### src/rtl/fifo_pkg.sv
// rtl/fifo_pkg.sv - shared FIFO constants, read-mode encoding and clog2 helper
package fifo_pkg;

   localparam int FIFO_DATA_WIDTH_DEF = 8;
   localparam int FIFO_DEPTH_DEF      = 8;

   // FWFT parameter values, shared with the asynchronous FIFO
   localparam int FWFT_OFF = 0;
   localparam int FWFT_ON  = 1;

   typedef enum logic {
      RD_MODE_REG  = 1'b0,
      RD_MODE_FWFT = 1'b1
   } rd_mode_e;

   function automatic int clog2(input int value);
      int r;
      r = 0;
      for (int i = 0; i < 31; i++) begin
         if ((1 << i) < value) begin
            r = i + 1;
         end
      end
      return r;
   endfunction

endpackage

### src/rtl/fifo_dp_ram.sv
// rtl/fifo_dp_ram.sv - register-file store, synchronous write, asynchronous read, no reset
module fifo_dp_ram #(
   parameter int DATA_WIDTH = 8,
   parameter int FIFO_DEPTH = 8,
   parameter int ADDR_WIDTH = 3
) (
   input  logic                  clk,
   input  logic                  we,
   input  logic [ADDR_WIDTH-1:0] waddr,
   input  logic [DATA_WIDTH-1:0] wdata,
   input  logic [ADDR_WIDTH-1:0] raddr,
   output logic [DATA_WIDTH-1:0] rdata
);

   logic [DATA_WIDTH-1:0] mem [FIFO_DEPTH];

   always_ff @(posedge clk) begin
      if (we) begin
         mem[waddr] <= wdata;
      end
   end

   assign rdata = mem[raddr];

endmodule

### src/rtl/sync_fifo_ctrl.sv
// rtl/sync_fifo_ctrl.sv - single-clock FIFO: pointers, occupancy, flags, sticky errors, read mode
module sync_fifo_ctrl
   import fifo_pkg::*;
#(
   parameter int DATA_WIDTH = FIFO_DATA_WIDTH_DEF,
   parameter int FIFO_DEPTH = FIFO_DEPTH_DEF,
   parameter int ADDR_WIDTH = 3,
   parameter int AF_LEVEL   = 6,
   parameter int AE_LEVEL   = 2,
   parameter int FWFT       = FWFT_OFF
) (
   input  logic                  CLK,
   input  logic                  RST,
   input  logic                  WR_EN,
   input  logic [DATA_WIDTH-1:0] WR_DATA,
   input  logic                  RD_EN,
   output logic [DATA_WIDTH-1:0] RD_DATA,
   output logic                  RD_VALID,
   output logic                  FULL,
   output logic                  EMPTY,
   output logic                  ALMOST_FULL,
   output logic                  ALMOST_EMPTY,
   output logic [ADDR_WIDTH:0]   COUNT,
   output logic                  OVERFLOW,
   output logic                  UNDERFLOW,
   input  logic                  CLR_ERR
);

   if (ADDR_WIDTH != clog2(FIFO_DEPTH)) begin : g_bad_addr_width
      $fatal(1, "sync_fifo_ctrl: ADDR_WIDTH must equal log2(FIFO_DEPTH)");
   end
   if (FIFO_DEPTH < 2 || (FIFO_DEPTH & (FIFO_DEPTH - 1)) != 0) begin : g_bad_depth
      $fatal(1, "sync_fifo_ctrl: FIFO_DEPTH must be a power of two >= 2");
   end
   if (AF_LEVEL < 1 || AF_LEVEL > FIFO_DEPTH) begin : g_bad_af
      $fatal(1, "sync_fifo_ctrl: AF_LEVEL out of range");
   end
   if (AE_LEVEL < 0 || AE_LEVEL > FIFO_DEPTH - 1) begin : g_bad_ae
      $fatal(1, "sync_fifo_ctrl: AE_LEVEL out of range");
   end

   localparam rd_mode_e            RD_MODE = (FWFT != 0) ? RD_MODE_FWFT : RD_MODE_REG;
   localparam logic [ADDR_WIDTH:0] AF_THR  = (ADDR_WIDTH + 1)'(AF_LEVEL);
   localparam logic [ADDR_WIDTH:0] AE_THR  = (ADDR_WIDTH + 1)'(AE_LEVEL);
   localparam logic [ADDR_WIDTH:0] PTR_ONE = {{ADDR_WIDTH{1'b0}}, 1'b1};

   logic [ADDR_WIDTH:0]   wr_ptr;
   logic [ADDR_WIDTH:0]   rd_ptr;
   logic [ADDR_WIDTH:0]   count;
   logic                  empty;
   logic                  full;
   logic                  wr_acc;
   logic                  rd_acc;
   logic                  overflow_q;
   logic                  underflow_q;
   logic [DATA_WIDTH-1:0] ram_rdata;

   // Extra MSB on each pointer is the wrap bit that separates full from empty
   assign count  = wr_ptr - rd_ptr;
   assign empty  = (wr_ptr == rd_ptr);
   assign full   = (wr_ptr[ADDR_WIDTH-1:0] == rd_ptr[ADDR_WIDTH-1:0]) &&
                   (wr_ptr[ADDR_WIDTH] != rd_ptr[ADDR_WIDTH]);
   assign wr_acc = WR_EN & ~full;
   assign rd_acc = RD_EN & ~empty;

   always_ff @(posedge CLK) begin
      if (RST) begin
         wr_ptr      <= '0;
         rd_ptr      <= '0;
         overflow_q  <= 1'b0;
         underflow_q <= 1'b0;
      end else begin
         if (wr_acc) begin
            wr_ptr <= wr_ptr + PTR_ONE;
         end
         if (rd_acc) begin
            rd_ptr <= rd_ptr + PTR_ONE;
         end
         // A new error event outranks a clear in the same cycle
         overflow_q  <= (WR_EN & full)  | (overflow_q  & ~CLR_ERR);
         underflow_q <= (RD_EN & empty) | (underflow_q & ~CLR_ERR);
      end
   end

   fifo_dp_ram #(
      .DATA_WIDTH (DATA_WIDTH),
      .FIFO_DEPTH (FIFO_DEPTH),
      .ADDR_WIDTH (ADDR_WIDTH)
   ) u_ram (
      .clk   (CLK),
      .we    (wr_acc),
      .waddr (wr_ptr[ADDR_WIDTH-1:0]),
      .wdata (WR_DATA),
      .raddr (rd_ptr[ADDR_WIDTH-1:0]),
      .rdata (ram_rdata)
   );

   if (RD_MODE == RD_MODE_FWFT) begin : g_fwft
      assign RD_DATA  = empty ? '0 : ram_rdata;
      assign RD_VALID = ~empty;
   end else begin : g_reg
      logic [DATA_WIDTH-1:0] rd_data_q;
      logic                  rd_valid_q;

      always_ff @(posedge CLK) begin
         if (RST) begin
            rd_data_q  <= '0;
            rd_valid_q <= 1'b0;
         end else begin
            rd_valid_q <= rd_acc;
            if (rd_acc) begin
               rd_data_q <= ram_rdata;
            end
         end
      end

      assign RD_DATA  = rd_data_q;
      assign RD_VALID = rd_valid_q;
   end

   assign FULL         = full;
   assign EMPTY        = empty;
   assign COUNT        = count;
   assign ALMOST_FULL  = (count >= AF_THR);
   assign ALMOST_EMPTY = (count <= AE_THR);
   assign OVERFLOW     = overflow_q;
   assign UNDERFLOW    = underflow_q;

endmodule
### config.mk
export PLATFORM = sky130hd
export DESIGN_NAME = sync_fifo_ctrl
export DESIGN_NICKNAME = d
export VERILOG_FILES = /design/src/rtl/fifo_pkg.sv /design/src/rtl/fifo_dp_ram.sv /design/src/rtl/sync_fifo_ctrl.sv
export SDC_FILE = /design/constraint.sdc
export NUM_CORES = 1
export LEC_CHECK = 0
export CORE_MARGIN = 10
export CORE_UTILIZATION = 51
export CTS_CLUSTER_DIAMETER = 200
export DETAILED_ROUTE_END_ITERATION = 10
export MAX_ROUTING_LAYER = met4
export PLACE_DENSITY = 0.72
export SYNTH_ARGS = -nofsm -noshare
export SYNTH_HDL_FRONTEND = slang
export SYNTH_SLANG_ARGS = --single-unit
### constraint.sdc
create_clock -name CLK -period 3 [get_ports CLK]
set_clock_uncertainty 0.2 [all_clocks]
set_input_delay 0.6 -clock CLK [delete_from_list [all_inputs] [get_ports CLK]]
set_output_delay 0.6 -clock CLK [all_outputs]
set_load 0.1 [all_outputs]
======== Word level (Yosys, flattened, before mapping) ========
Memory sizes are Yosys's and may differ from the RTL's. A register that Yosys moved wholly into a read port is not among the register bits.
Cells that the tools add are included.
word-level totals
  register bits ........................... 11
  memory bits (writable) .................. 64
  input bits .............................. 13
  output and inout bits ................... 19
  logic and storage cells ................. 28
  memories ................................ 1
operators by class
  add/sub/neg operators ................... 3
  order comparisons ....................... 2
  eq/ne operators ......................... 3
  multiplexer cells ....................... 2
  bitwise logic cells ..................... 11
  reduce and logical (&&, ||, !) cells .... 1
memories
  memory     words  width  rd ports  clocked after memory_dff  write ports  line               RTL
  u_ram.mem  8      8      1         1                         1            fifo_dp_ram.sv:15  logic [DATA_WIDTH-1:0] mem [FIFO_DEPTH];
operators with widths
  cell                                                               number
  adder 4 x 1 -> 4 bit, second input constant                        2
  bitwise AND 1 bit                                                  6
  == test 4 bit                                                      1
  greater-or-equal comparator 4 x 3 -> 1 bit, second input constant  1
  <= comparator 4 x 2 -> 1 bit, second input constant                1
  subtractor 4 bit                                                   1
  == test 3 bit                                                      1
  NOT 1 bit                                                          3
  2-to-1 mux 1 bit                                                   2
  OR 1 bit                                                           2
  logical AND 1 bit                                                  1
  != test 1 bit                                                      1

======== Depth between registers and ports, before layout ========
Gate-level depths: netlist (run 1).
  depth after elaboration ................. 6
  depth in mapped cells ................... 9
  mapped depth without buffers ............ 6

======== Modules after synthesis ========
From an unflattened synthesis (run 1), not the netlist that was laid out.
second synthesis, totals
  cells, all modules ...................... 219
  area, all modules ....................... 3563.4 um2
modules (own cells, without submodules)
  module          instances  cells each  area each (um2)  sequential area each (um2)
  fifo_dp_ram     1          106         2531.2           1921.8
  sync_fifo_ctrl  1          113         1032.2           380.4

======== Worst setup path after synthesis (run 1) ========
OpenSTA, ideal clock, no wires.
  path kind ............................... register -> output
  start point ............................. reg rd_ptr[2]
  end point ............................... out ALMOST_FULL
  arrival ................................. 3.931 ns
  required time ........................... 2.200 ns
  slack ................................... -1.731 ns
  cell stages (with the launch flop) ...... 7
  buffers on the path ..................... 1
  path through ............................ dfxtp_1 clkbuf_1 inv_1 ha_1 xnor2_1 nand2_1 o21ai_0
on the way
  longest elaborated chain between the ends .. 2
RTL lines
  what                                        line                   RTL
  from (decl)                                 sync_fifo_ctrl.sv:48   logic [ADDR_WIDTH:0] rd_ptr;
  from (signal assigned)                      sync_fifo_ctrl.sv:77   rd_ptr <= rd_ptr + PTR_ONE;
  subtractor 4 bit                            sync_fifo_ctrl.sv:59   assign count = wr_ptr - rd_ptr;
  named net COUNT[2]                          sync_fifo_ctrl.sv:23   output logic [ADDR_WIDTH:0] COUNT,
  greater-or-equal comparator 4 x 3 -> 1 bit  sync_fifo_ctrl.sv:124  assign ALMOST_FULL = (count >= AF_THR);
  to (decl)                                   sync_fifo_ctrl.sv:21   output logic ALMOST_FULL,
The timed path passes the listed nets, and every way through them passes these cells.

======== Worst setup path in the final report (run 1) ========
  start point ............................. reg wr_ptr[0]
  end point ............................... out ALMOST_EMPTY
on the way
  longest elaborated chain between the ends .. 2
RTL lines
  what                          line                   RTL
  from (decl)                   sync_fifo_ctrl.sv:47   logic [ADDR_WIDTH:0] wr_ptr;
  from (signal assigned)        sync_fifo_ctrl.sv:74   wr_ptr <= wr_ptr + PTR_ONE;
  subtractor 4 bit              sync_fifo_ctrl.sv:59
  <= comparator 4 x 2 -> 1 bit  sync_fifo_ctrl.sv:125  assign ALMOST_EMPTY = (count <= AE_THR);
  to (decl)                     sync_fifo_ctrl.sv:22   output logic ALMOST_EMPTY,
No other way between the ends.

==> results of run 1 <==
timing repair:
action,in CTS,in global routing
resized for setup,1,6
pin swaps,0,1
setup buffers,0,0
setup endpoints to repair,1,3
hold buffers,0,0
hold endpoints to repair,0,0
tightest hold or removal path, cell delays in order, from the launching register on:
cell     delay, ps
dfxtp_1        320
nor2_1         100
nor3_1          50
placed cells by master (no fill, tap or decap), types with 2 or more instances in the layout:
cell,count
a211oi_1,8
mux4_2,8
clkbuf_8,9
o21ai_4,2
and3_1,2
nand2_1,5
nor3_1,12
nand2b_1,2
o22ai_1,8
xor2_1,2
clkdlybuf4s50_1,12
buf_12,7
nor2b_1,3
ha_1,5
xnor2_1,4
a21oi_2,2
inv_6,2
inv_1,7
bufinv_16,2
buf_4,27
dfxtp_1,17
o211ai_1,3
a21oi_1,4
edfxtp_1,64
mux2i_1,17
clkinv_2,2
nor2_1,20
nor2_2,2
path summary, 6_finish.rpt:
| path | start | end | slack [ps] | cells after the start |
|---|---|---|---|---|
| max reg2reg | wr_ptr[2] | u_ram.mem[3][6] | 640 | 6 |
| max | wr_ptr[0] | ALMOST_EMPTY | 110 | 7 |
| min | RD_DATA[6] | RD_DATA[6] | 290 | 2 |
| min reg2reg | RD_DATA[6] | RD_DATA[6] | 290 | 2 |
final cells by class:
cell class              instances  area (sq um)  area share (%)
flip-flops and latches         83          2310            55.2
well taps                      77          96.3            2.31
clock buffers                   9           124            2.96
repair buffers                 46           463            11.1
multi-input cells             124          1060            25.4
inverters                       7          26.3           0.629
clock inverters                 7          98.8            2.37
sequential cells by signal, summed over array words and instances (netlist names):
signal,cells
OVERFLOW,1
RD_DATA,8
RD_VALID,1
UNDERFLOW,1
rd_ptr,4
u_ram.mem,64
wr_ptr,4
per-layer routing:
layer  part of all wire, %  vias up  GRT usage, %
met5                     0        -             -
met1                    44      975          17.6
met3                   4.9       12          3.81
met2                    49       45          21.2
met4                   2.1        0          7.72
li1                      -      946             -
logic make-up after synthesis:
logic type                 count (synthesis)
DFF                                       83
and+or+nand+nor                           53
AOI/OAI and AO/OA                         31
buffers and inverters                     17
adders and majority gates                  6
xor gates and xnor gates                   9
muxes                                     25
power by group:
part	total (W)	internal, W	switching (W)
clock network	0.000881	0.000477	0.000403
registers	0.00132	0.00130	0.0000281
logic	0.00121	0.000375	0.000840
through the flow:
| step | area [sq um] | power, W | setup TNS, ps |
|---|---|---|---|
| after global routing | 4180 | 0.00355 | -3.02 |
| after floorplan | 3440 | 0.00221 | -777 |
| after global placement | 3940 | 0.00254 | 0 |
| final | 4180 | 0.00342 | 0 |
| after detailed placement | 3940 | 0.00256 | 0 |
| after CTS | 4160 | 0.00343 | 0 |
==> results.cfg, run 1 <==
[run_status]
status = completed

[grt]
grt_max_degree = 23
grt_pass1_vias = 2057
grt_pass1_wl_um = 10800
track_usage_pct = 14.4
antenna_found_initial = 0
overflow = 0

[logic_synthesis]
synth_top_family_by_area = multiplexers
ys.warnings.count = 0
syn_area_sq_mm = 0.00339
yosysUniqueCellTypes = 36
syn_avg_cell_area_sq_um = 15.1
synth_edf_count = 64
synth_mux_area_share_pct = 10.3
synth-seq-cells = 83
synth_cells = 224
synth.most_common_cell = edfxtp_1
synth_common_cells = edfxtp_1 (64), nor2_1 (23), dfxtp_1 (19), mux2i_1 (17), nor3_1 (12)
yosysTopAreaCell = edfxtp_1
synth_fp_nets = 243
synth_compound_area_share_pct = 6.61
synth.area.top_cells = edfxtp_1 (57%), dfxtp_1 (11%), mux4_2 (5.3%)
synth.top_cell.area_share_pct = 56.7
synth-main-ff-cell = edfxtp_1
synth_fa_ha_area_share_pct = 2.44
yosys.area_share.simple_pct = 7.24
synthArstFlopShare_pct = 0
ys_seq_area_share_pct = 67.9
synth_xor_area_share_pct = 2.77

[critical_path]
endpoint_kind = output port
cp.arrival_ps = 2090
path_max_fanout = 7
cp_top_family = adder cells
cp_num_buf_inv = 3
slowest_stage = fa_2
worst-endpoint-required_ps = 2200
worst_path_largest_cell_delay_ps = 520
path_cells = inv_1 > ha_1 > fa_2 > inv_1 > a21oi_2 > o21a_4 > buf_12
crit_top_cell = inv_1
critPathKind = register to output port
startpoint_type = register

[place]
gp_congestion = 0.797
portBuffers = 31
post-place-ws_ps = 344
dpl.hpwl_um = 4660
dp.cells = 337

[floorplanning]
die_y_um = 102
pin_count = 32
core_area_sq_mm = 0.00639
start_util_pct = 53.1
fp.dieW_um = 102
fp.dieArea_sq_mm = 0.0103
std_cell_rows = 29

[timing]
period_needed_ps = 2890
fin_hold_ws_ps = 294
max_freq_ghz = 0.346
worstMarginPinSlew_ps = 806
final.setup.worst_slack_ps = 112
hold_violations = 0
final.period_utilization_pct = 96.3
slew_violations = 0
max_slew_margin_pct = 46.1
final-setup-viol-count = 0

[pwr]
p_leak_nw = 1.44
powerDensity_mw_per_mm2 = 819
vdd_ir_drop_max_mv = 0.489

[cells_and_area]
nets = 290
diodes = 0
fin_cells = 353
drive_gt1_share_pct = 27.9
post-route-util_pct = 65.4
num-fill-cells = 483
syn_to_final_growth_pct = 23.3

[flow_run]
maxCapViolations = 0

[detailed_routing]
drt-initial-drc-count = 122
final_antenna_net_count = 0
wl_um = 6920
via_count = 1978
via_per_inst = 5.60
route.detailed.drc = 0
wire_per_inst_um = 19.6
firstDrtPassIters = 4

[clocking]
cts_sinks = 83
cts_made_buffers = 9
cts_tree = built
cts_root_buf = clkbuf_8
clock_latency_ps = 350
htree_num_levels = 3
clk_pin_slew_ps = 80
cts_buffer_depth = 2

[hold_path]
hp-class = register to register
Note: power is estimated with default switching activity, not from simulation.
==> run 2, diff against run 1 <==
--- a/config.mk
+++ b/config.mk
@@ -10,7 +10,8 @@
 export CTS_CLUSTER_DIAMETER = 200
 export DETAILED_ROUTE_END_ITERATION = 10
 export MAX_ROUTING_LAYER = met4
-export PLACE_DENSITY = 0.72
+export PLACE_DENSITY = 0.86
 export SYNTH_ARGS = -nofsm -noshare
 export SYNTH_HDL_FRONTEND = slang
+export SYNTH_HIERARCHICAL = 1
 export SYNTH_SLANG_ARGS = --single-unit
==> run 2 against run 1 <==
Compared with the run above: non-clock buffer count rose by 1; critical path depth fell by 1; register-to-register slack got worse by 180 ps; final area rose by 4.5%; count of clock-buffer cells in the layout did not move; area after synthesis rose by 5.1%; critical endpoint unchanged; wire length fell by 6.1%; hold slack got worse by 34 ps.
==> results.cfg, run 2 <==
[cells_and_area]
post-route-util_pct = 64.2
diodes = 0
nets = 286
syn_to_final_growth_pct = 22.5
drive_gt1_share_pct = 28.3
final_cell_mix = edfxtp_1 (64), buf_4 (26), nand2_1 (20)
fin_cells = 368
largest_reg_flops = 64
final_common_cell = edfxtp_1
num-fill-cells = 465
regMostFlops = u_ram/mem

[detailed_routing]
via_per_inst = 5.46
wl_um = 6490
route.detailed.drc = 0
drt-initial-drc-count = 87
final_antenna_net_count = 0
wire_per_inst_um = 17.6
firstDrtPassIters = 4
via_count = 2009

[pwr]
sw_frac_of_total_pct = 35.1
p_leak_nw = 1.57
vdd_ir_drop_max_mv = 0.462
clock_power_share_pct = 26.2
powerDensity_mw_per_mm2 = 723
power.internal_w = 0.00205
power.total_w = 0.00316
p_seq_share_pct = 41.5
power.switching_w = 0.00111
comb_power_share_pct = 32.2

[flow_run]
maxCapViolations = 0

[timing]
max_slew_margin_pct = 61.5
final.period_utilization_pct = 98.3
period_needed_ps = 2950
final-setup-viol-count = 0
grt_setup_unrepaired = yes
worstMarginPinSlew_ps = 574
fin_hold_ws_ps = 260
max_freq_ghz = 0.339
tns_ps = 0
slew_violations = 0
hold_violations = 0

[critical_path]
rr_worst_depth = 6
cp.arrival_ps = 2150
startpoint_type = register
worst-endpoint-required_ps = 2200
path_max_fanout = 6
endpoint_kind = output port
critPathKind = register to output port

[logic_synthesis]
syn_avg_cell_area_sq_um = 16.3
synth.most_common_cell = edfxtp_1
synth-seq-cells = 83
synth.area.top_cells = edfxtp_1 (54%), mux4_1 (11%), dfxtp_1 (11%)
synth_cells = 219
synth.top_cell.area_share_pct = 53.9
synth-main-ff-cell = edfxtp_1
ys.warnings.count = 6
synth_edf_count = 64
yosysTopAreaCell = edfxtp_1
synthArstFlopShare_pct = 0
synth_fp_nets = 238
ys_seq_area_share_pct = 64.6
synth_common_cells = edfxtp_1 (64), nand2_1 (20), dfxtp_1 (19), nor2_1 (18), mux4_1 (15)
syn_area_sq_mm = 0.00356
yosysUniqueCellTypes = 40

[grt]
grt_pass1_vias = 2004
track_usage_pct = 12.7
grt_max_degree = 21
antenna_found_initial = 0
grt_pass1_wl_um = 10400
overflow = 0

[clocking]
clock_latency_ps = 360
cts_tree = built
cts_sinks = 83
cts_buffer_depth = 2
cts_root_buf = clkbuf_8
htree_num_levels = 3
ctsHoldBuffers = 0
cts_made_buffers = 9
clk_pin_slew_ps = 90

[place]
dpl.hpwl_um = 4390
dp.cells = 350
portBuffers = 31
gp_congestion = 0.876

[hold_path]
hp-class = register to register
min_path_cells = 2

[floorplanning]
std_cell_rows = 30
fp.dieArea_sq_mm = 0.0107
die_y_um = 104
start_util_pct = 52.4
pin_count = 32
core_area_sq_mm = 0.00679
fp.dieW_um = 104

[run_status]
status = completed
==> run 2: layout make-up <==
type / count / area, sq um / share of cell area [%]
sequential: 83 / 2310 / 53.0
multi-input combinational: 118 / 1200 / 27.6
timing repair buffer: 47 / 488 / 11.2
clock buffer: 9 / 124 / 2.84
tap: 96 / 120 / 2.75
clock inverter: 7 / 82.6 / 1.89
inverter: 8 / 36.3 / 0.831
==> run 2: path summary, 6_finish.rpt <==
kind | startpoint | slack [ps] | to
worst max-delay path | wr_ptr[0] | 50 | ALMOST_EMPTY
worst min-delay path | RD_DATA[1] | 260 | RD_DATA[1]
worst max register to register | wr_ptr[2] | 460 | u_ram/mem[2][3]
worst min register to register | RD_DATA[1] | 260 | RD_DATA[1]
==> run 2: through the flow <==
stage | setup WS (ps) | cell area [sq um]
floorplan | -408 | 3620
global placement | 400 | 4130
detailed placement | 376 | 4130
CTS | 21.6 | 4350
global route | -35.9 | 4360
finish | 49.6 | 4360
==> run 2: worst max-delay path: stages, from the launching register on <==
cell        delay (ps)
dfxtp_4            390
inv_4               40
ha_4               150
fa_1               520
clkinvlp_4         130
a221oi_4           340
buf_12             210
==> run 2: power by group through the flow <==
stage / Sequential, W / Clock (W) / Combinational [W]
finish: 0.00131 / 0.000828 / 0.00102
global route: 0.00132 / 0.000892 / 0.00106
CTS: 0.00131 / 0.000847 / 0.00102
detailed placement: 0.00134 / 0 / 0.00101
global placement: 0.00133 / 0 / 0.00100
floorplan: 0.00148 / 0 / 0.000587
==> run 2: what timing repair did <==
action,in CTS,in global routing
pin swaps,1,1
endpoints found under the hold margin,0,0
buffers inserted,1,1
gates resized for setup,0,2
cloned,0,0
endpoints found under the setup margin,1,2
==> run 2: cells by family (layout without fill, tap and decap cells) <==
group,count (synthesis),in the layout,synth area share (%)
adder cells (fa/ha/maj),6,6,2.32
AO/OA/AOI/OAI,16,16,3.76
AND/OR/NAND/NOR,55,55,7.02
flip-flops,83,83,64.6
buffers and inverters,18,71,2.88
multiplexers,38,38,18.5
XOR/XNOR,3,3,0.948
==> run 2: routing by layer <==
metal | vias to the layer above | wire [um] | GRT usage, % | part of all wire (%)
li1 | 943 | - | - | -
met1 | 985 | 2870 | 14.9 | 44
met2 | 68 | 3110 | 19.2 | 48
met3 | 13 | 379 | 4.21 | 5.8
met4 | 0 | 135 | 6.05 | 2.1
met5 | - | 0 | - | 0
